==> config.mk <==
export PLATFORM = sky130hd
export DESIGN_NAME = mod_74x169_n
export DESIGN_NICKNAME = d
export VERILOG_FILES = /design/src/rtl/mod_74xx_pkg.sv /design/src/rtl/mod_74xx_next_cnt.sv /design/src/rtl/mod_74x169_n.sv
export SDC_FILE = /design/constraint.sdc
export NUM_CORES = 1
export LEC_CHECK = 0
export ABC_AREA = 1
export ABC_CLOCK_PERIOD_IN_PS = 1750
export BUFFER_PORTS_ARGS = -buffer_cell sky130_fd_sc_hd__clkbuf_2
export CAP_MARGIN = 10
export CORE_AREA = 2 2 39 41
export DETAILED_ROUTE_END_ITERATION = 16
export DIE_AREA = 0 0 41 43
export PLACE_DENSITY = 0.46
export SLEW_MARGIN = 20
export SYNTH_ARGS = -nofsm -noshare
export SYNTH_HDL_FRONTEND = slang
export SYNTH_SLANG_ARGS = --single-unit
==> constraint.sdc <==
create_clock -name CLK -period 1.75 [get_ports CLK]
set_input_delay 0.35 -clock CLK [delete_from_list [all_inputs] [get_ports CLK]]
set_output_delay 0.35 -clock CLK [all_outputs]
set_load 0.01 [all_outputs]
==> src/rtl/mod_74xx_pkg.sv <==
`default_nettype none
// ============================================================================
// Module      : mod_74xx_pkg
// Description : Shared definitions for the 74xx counter family: count
//               direction encodings and the terminal-value helper.
// Contents    : DIR_UP / DIR_DOWN - levels of the U_D direction pin
//               f_term_val()      - terminal (highest) count for a modulus
// Revision    : 1.0 - initial release
// ============================================================================
package mod_74xx_pkg;

    localparam logic DIR_UP   = 1'b1;
    localparam logic DIR_DOWN = 1'b0;

    // Highest state of a modulus-N counter; an up count wraps from here to 0
    // and a down count wraps from 0 back to here.
    function automatic int unsigned f_term_val(input int unsigned modulus);
        return modulus - 1;
    endfunction

endpackage : mod_74xx_pkg
`default_nettype wire

==> src/rtl/mod_74xx_next_cnt.sv <==
`default_nettype none
// ============================================================================
// Module      : mod_74xx_next_cnt
// Description : Combinational next-count function for a modulus-N up/down
//               counter. The terminal flag drives both the wrap decision and
//               the ripple-carry output in the parent.
// Ports       : i_q        - current count
//               i_u_d      - direction (1 = up, 0 = down)
//               o_next     - count after one step in direction i_u_d
//               o_terminal - i_q is the terminal state for direction i_u_d
// Revision    : 1.0 - initial release
// ============================================================================
module mod_74xx_next_cnt
    import mod_74xx_pkg::*;
#(
    parameter int unsigned WIDTH   = 4,
    parameter int unsigned MODULUS = 2**WIDTH
) (
    input  logic [WIDTH-1:0] i_q,
    input  logic             i_u_d,
    output logic [WIDTH-1:0] o_next,
    output logic             o_terminal
);

    localparam logic [WIDTH-1:0] c_TERM_VAL = WIDTH'(f_term_val(MODULUS));
    localparam logic [WIDTH-1:0] c_ZERO     = '0;
    localparam logic [WIDTH-1:0] c_ONE      = WIDTH'(1);

    always_comb begin
        o_next     = i_q;
        o_terminal = 1'b0;
        if (i_u_d == DIR_UP) begin
            o_terminal = (i_q == c_TERM_VAL);
            // A loaded value above the terminal value is never equal to it,
            // so it climbs to all-ones and wraps to 0 through the natural
            // binary overflow of the adder.
            o_next     = o_terminal ? c_ZERO : (i_q + c_ONE);
        end else begin
            o_terminal = (i_q == c_ZERO);
            o_next     = o_terminal ? c_TERM_VAL : (i_q - c_ONE);
        end
    end

endmodule : mod_74xx_next_cnt
`default_nettype wire

==> src/rtl/mod_74x169_n.sv <==
`default_nettype none
// ============================================================================
// Module      : mod_74x169_n
// Description : Parametrised synchronous presettable binary up/down counter
//               with 74x169-style pins. Cascade stages by feeding RCO of one
//               stage into ENT of the next.
// Ports       : CLK    - clock, all state changes on the rising edge
//               CLR_N  - synchronous clear, active low (highest priority)
//               LOAD_N - synchronous parallel load of D, active low
//               ENP    - count enable P (does not affect RCO)
//               ENT    - count enable T (gates RCO, cascade input)
//               U_D    - direction, 1 = up, 0 = down
//               D      - parallel load data
//               Q      - registered count
//               RCO    - ripple carry out, combinational from Q/ENT/U_D
// Revision    : 1.0 - initial release
// ============================================================================
module mod_74x169_n #(
    parameter int unsigned WIDTH   = 4,
    parameter int unsigned MODULUS = 2**WIDTH
) (
    input  logic             CLK,
    input  logic             CLR_N,
    input  logic             LOAD_N,
    input  logic             ENP,
    input  logic             ENT,
    input  logic             U_D,
    input  logic [WIDTH-1:0] D,
    output logic [WIDTH-1:0] Q,
    output logic             RCO
);

    logic [WIDTH-1:0] r_q;
    logic [WIDTH-1:0] w_next;
    logic             w_terminal;

    mod_74xx_next_cnt #(
        .WIDTH   (WIDTH),
        .MODULUS (MODULUS)
    ) u_next_cnt (
        .i_q        (r_q),
        .i_u_d      (U_D),
        .o_next     (w_next),
        .o_terminal (w_terminal)
    );

    always_ff @(posedge CLK) begin
        if (!CLR_N) begin
            r_q <= '0;
        end else if (!LOAD_N) begin
            r_q <= D;
        end else if (ENP && ENT) begin
            r_q <= w_next;
        end
    end

    assign Q   = r_q;
    // Not registered: a downstream stage must see the carry in the same
    // cycle so the whole chain steps on one edge.
    assign RCO = ENT & w_terminal;

endmodule : mod_74x169_n
`default_nettype wire
# Word-level counts from Yosys, hierarchy flattened
# Index checks and enable logic that the tools add are counted.
# op_classes
n_lt_le_gt_ge,0
n_eq_ne,2
addsub,2
n_mul,0
n_mux,6
shifts,0
n_reduce_logical,2
n_div,0
bitwise,1
# op_table
op,n
4-bit 2-to-1 mux,5
4-bit by 1-bit adder with 4-bit output (second input constant),1
4-bit equality test (second input constant),1
4-bit zero test,1
4-bit by 1-bit subtractor with 4-bit output (second input constant),1
2-bit by 1-bit != test with 1-bit output (second input constant),1
1-bit AND,1
1-bit logical AND,1
1-bit 2-to-1 mux,1
# word_totals
inputBits,10
ff_bits,4
mem_bits_ro,0
elab_cells,14
mem_count,0
output_inout_bits,5
ramBits,0
latchBits,0

# Depth between registers and ports, before layout
# depth
depth_word,5
ltp_mapped,8
mapped_depth_nobuf,8

# Cells and area by module
# Synthesis repeated with hierarchy kept, for this count alone.
# hier_totals
cells_unflattened,72
hier_area_um2,411.6
# modules_own_cells
module,seq_area_each_um2,cells_per_inst,area_each_um2,instances
mod_74x169_n,80.1,42,247.7,1
mod_74xx_next_cnt,0.0,30,163.9,1

# Worst setup path before layout
# Ideal clock, no wire load.
# synth_timing
path_kind,reg2out
from,register r_q[1] (netlist: Q[1])
to,output RCO
path_stages_with_launch,6
t_arrival_ps,1018
path_buffers,0
slack_ps,382
t_required_ps,1400
path_cell_list,dfxtp_1 ha_1 nand3_1 nand2_1 nand2_1 a21oi_1
# synth_between
elab_chain_len,3
elab_cells_between_ends,4
classes_between,1 x eq/ne; 1 x mux; 1 x bitwise; 1 x reduce/logical
# synth_lines
item,line_no,rtl
start: declaration,mod_74x169_n.sv:33,logic [WIDTH-1:0] r_q;
start signal: assignment,mod_74x169_n.sv:53,r_q <= w_next;
4-bit equality test or 4-bit zero test (tied branches),"mod_74xx_next_cnt.sv:33, mod_74xx_next_cnt.sv:39",
1-bit 2-to-1 mux *,mod_74xx_next_cnt.sv:32,if (i_u_d == DIR_UP) begin
1-bit AND *,mod_74x169_n.sv:60,assign RCO = ENT & w_terminal;
end: declaration,mod_74x169_n.sv:30,output logic RCO
# Every way passes the cells marked *; elsewhere a longest branch is shown, timed or not.

# Final worst setup path
# layout_timing
from,register r_q[0] (netlist: Q[0])
to,output RCO
# Same word-level chain as after synthesis.

==> qor.csv <==
metric,value,unit
place_hpwl,708,µm
pin_count,15,
antenna_left,0,
finalPower,0.317,mW
yosys.area_share.simple,36.0,%
combinationalPowerShare,28.2,%
antenna_cells_inserted,0,
cts.sink_count,4,
finalSetupViolCount,0,
rows,14,
routed_wl,879,µm
hp-class,input port to register,
path_delay_family,flip-flops,
crit_fanout,6,
grt_pass1_wl,1540,µm
hold_viol_final,0,
holdCritStartpoint,CLR_N,
ys_seq_area_share,24.2,%
synth_cell_types,14,
core_area,0.00138,mm²
max_stage_delay,0.34,ns
leakage,0.239,nW
crit_slowest_cell,dfxtp_2,
rsz0062_at_grt,false,
initial_core_util,23.9,%
syn_area,330,µm²
fmax,615,MHz
clk_latency,0.23,ns
drt_first_pass_iters,4,
cp-startpoint,Q[0]$_SDFFE_PN0P_,
dp.cells,84,
cp-start-kind,register,
p_switching,0.103,mW
hold_depth,3,
antenna_found_initial,0,
critPathKind,register to primary output,
ctsRootBufferMaster,clkbuf_4,
use_met3,3.14,%
powerDensity,705,mW/mm²
whs,0.363,ns
design_area,450,µm²
postCtsHoldBufs,0,
relSlewSlack,82.8,%
drc,0,
r2r_start,Q[0]$_SDFFE_PN0P_,
path_depth,5,
ys_ff_latch,4,
path_buf_inv,2,
first_global_vias,376,
ff2ff_path_depth,8,
cts_tree,yes,
post-route-util,32.5,%
syn_area_per_cell,6.12,µm²
syn-num-nets,66,
switching_share,32.3,%
fin_nets,85,
port_buffers,14,
cp-end-kind,primary output,
grt_max_degree,8,
yosysWarnings,0,
clkPwrFrac,36.1,%
preCtsSetupSlack,0.302,ns
clock_path_buffers,2,
crit_chain,inv_1 -> ha_1 -> nand3_1 -> a21oi_1 -> buf_2,
grt_use_met1,17.0,%
drive_gt1_share,32.4,%
die_w,41,µm
synth_fa_ha_area_share,7.58,%
status,finished clean,
period_needed,1.63,ns
grt_usage,13.0,%
fin_crit_sh,93.0,%
synth_compound_area_share,19.3,%
viasPerCell,4.78,
peakVddDrop,0.314,mV
grt_util_met2,19.1,%
critPathArrivalTime,1.28,ns
final-instance-count-excl-fill,87,
dr.first_iter.drc_count,3,
syn2layout_area_growth,36.4,%
seqPwrFrac,35.7,%
die_y,43,µm
synthCells,54,
drv_slew,0,
place_area,420,µm²
synth.area.mux_share,0,%
skew,0.00210,ns
grt_busiest_layer,met2,
largest_register_ffs,4,
gp_congestion,0.722,
numCtsBuffers,3,
setup_ws,0.123,ns
clk_pin_slew,0.04,ns
internal_power,0.215,mW
overflow,0,
htreeDepth,1,
yosys.area_share.xor_xnor,2.65,%
num_vias,416,
maxCapViolations,0,
critPathRequiredTime,1.40,ns
wl_per_cell,10.1,µm
fin_tns_setup,0,ns
synth_top_family_by_area,simple AND/OR/NAND/NOR gates,
die_area,0.00176,mm²
worst_pin_slew,0.258,ns
==> path summary, 6_finish.rpt <==
| kind | end | slack [ns] |
|---|---|---|
| worst max-delay path | RCO | 0.12 |
| worst min-delay path | Q[1]$_SDFFE_PN0P_ | 0.36 |
| worst max register to register | Q[2]$_SDFFE_PN0P_ | 0.45 |
| worst min register to register | Q[0]$_SDFFE_PN0P_ | 0.51 |
==> synth_stat cells <==
master	number	share of area, %
a21oi_1	5	7.6
a21oi_2	2	5.3
a22oi_1	1	2.3
dfxtp_1	4	24
ha_1	2	7.6
inv_1	8	9.1
inv_2	1	1.1
nand2_1	14	16
nand3_1	7	11
nand4_1	2	3.8
nor2_1	5	5.7
o21ai_1	1	1.5
o221ai_1	1	2.7
xor2_1	1	2.7
==> kinds of logic (layout without fill, tap and decap cells) <==
kind of cell	count (synthesis)	after routing
AND/OR/NAND/NOR	28	28
AO/OA/AOI/OAI	10	10
buffers and inverters	9	26
flip-flops	4	4
adder cells (fa/ha/maj)	2	2
XOR/XNOR	1	1
==> worst register-to-register path: stages (launching register included) <==
cell     delay (ns)
dfxtp_2        0.37
inv_1          0.10
ha_1           0.24
nand2_1        0.08
nand2_1        0.06
a21oi_1        0.12
o21ai_1        0.09
nand2_1        0.07
a21oi_1        0.06
==> layout by cell type (no fill, tap or decap), types with 2 or more instances in the layout <==
cell      synthesis  routed
a21oi_1           5       5
a21oi_2           2       2
clkbuf_2          0      13
clkbuf_4          0       3
dfxtp_1           4       2
inv_1             8       8
nand2_1          14      14
nand3_1           7       7
nand4_1           2       2
nor2_1            5       5
==> routing by layer <==
layer	part of all wire [%]	routed length [µm]	vias to the layer above
met4	1.6	14	0
met3	3.8	33	2
met5	0	0	-
met2	47	411	11
li1	-	-	217
met1	48	418	186
==> power groups by stage <==
stage	Clock, mW	Sequential [mW]	Combinational, mW
after floorplan	0	0.114	0.0547
after global placement	0	0.114	0.0916
after detailed placement	0	0.114	0.0905
after CTS	0.120	0.112	0.0909
after global routing	0.129	0.115	0.104
final	0.115	0.113	0.0895
==> layout make-up <==
class,count,area [µm²]
fillers,161,933
multi-input cells,41,219
flip-flops and latches,4,85.1
repair buffers,14,70.1
inverters,9,33.8
clock buffers,3,22.5
well taps,16,20.0
==> repair_timing <==
action / CTS / global route
resized for setup: 0 / 5
setup endpoints to repair: 0 / 1
setup buffers: 0 / 0
Power figures use the tool's default switching activity.
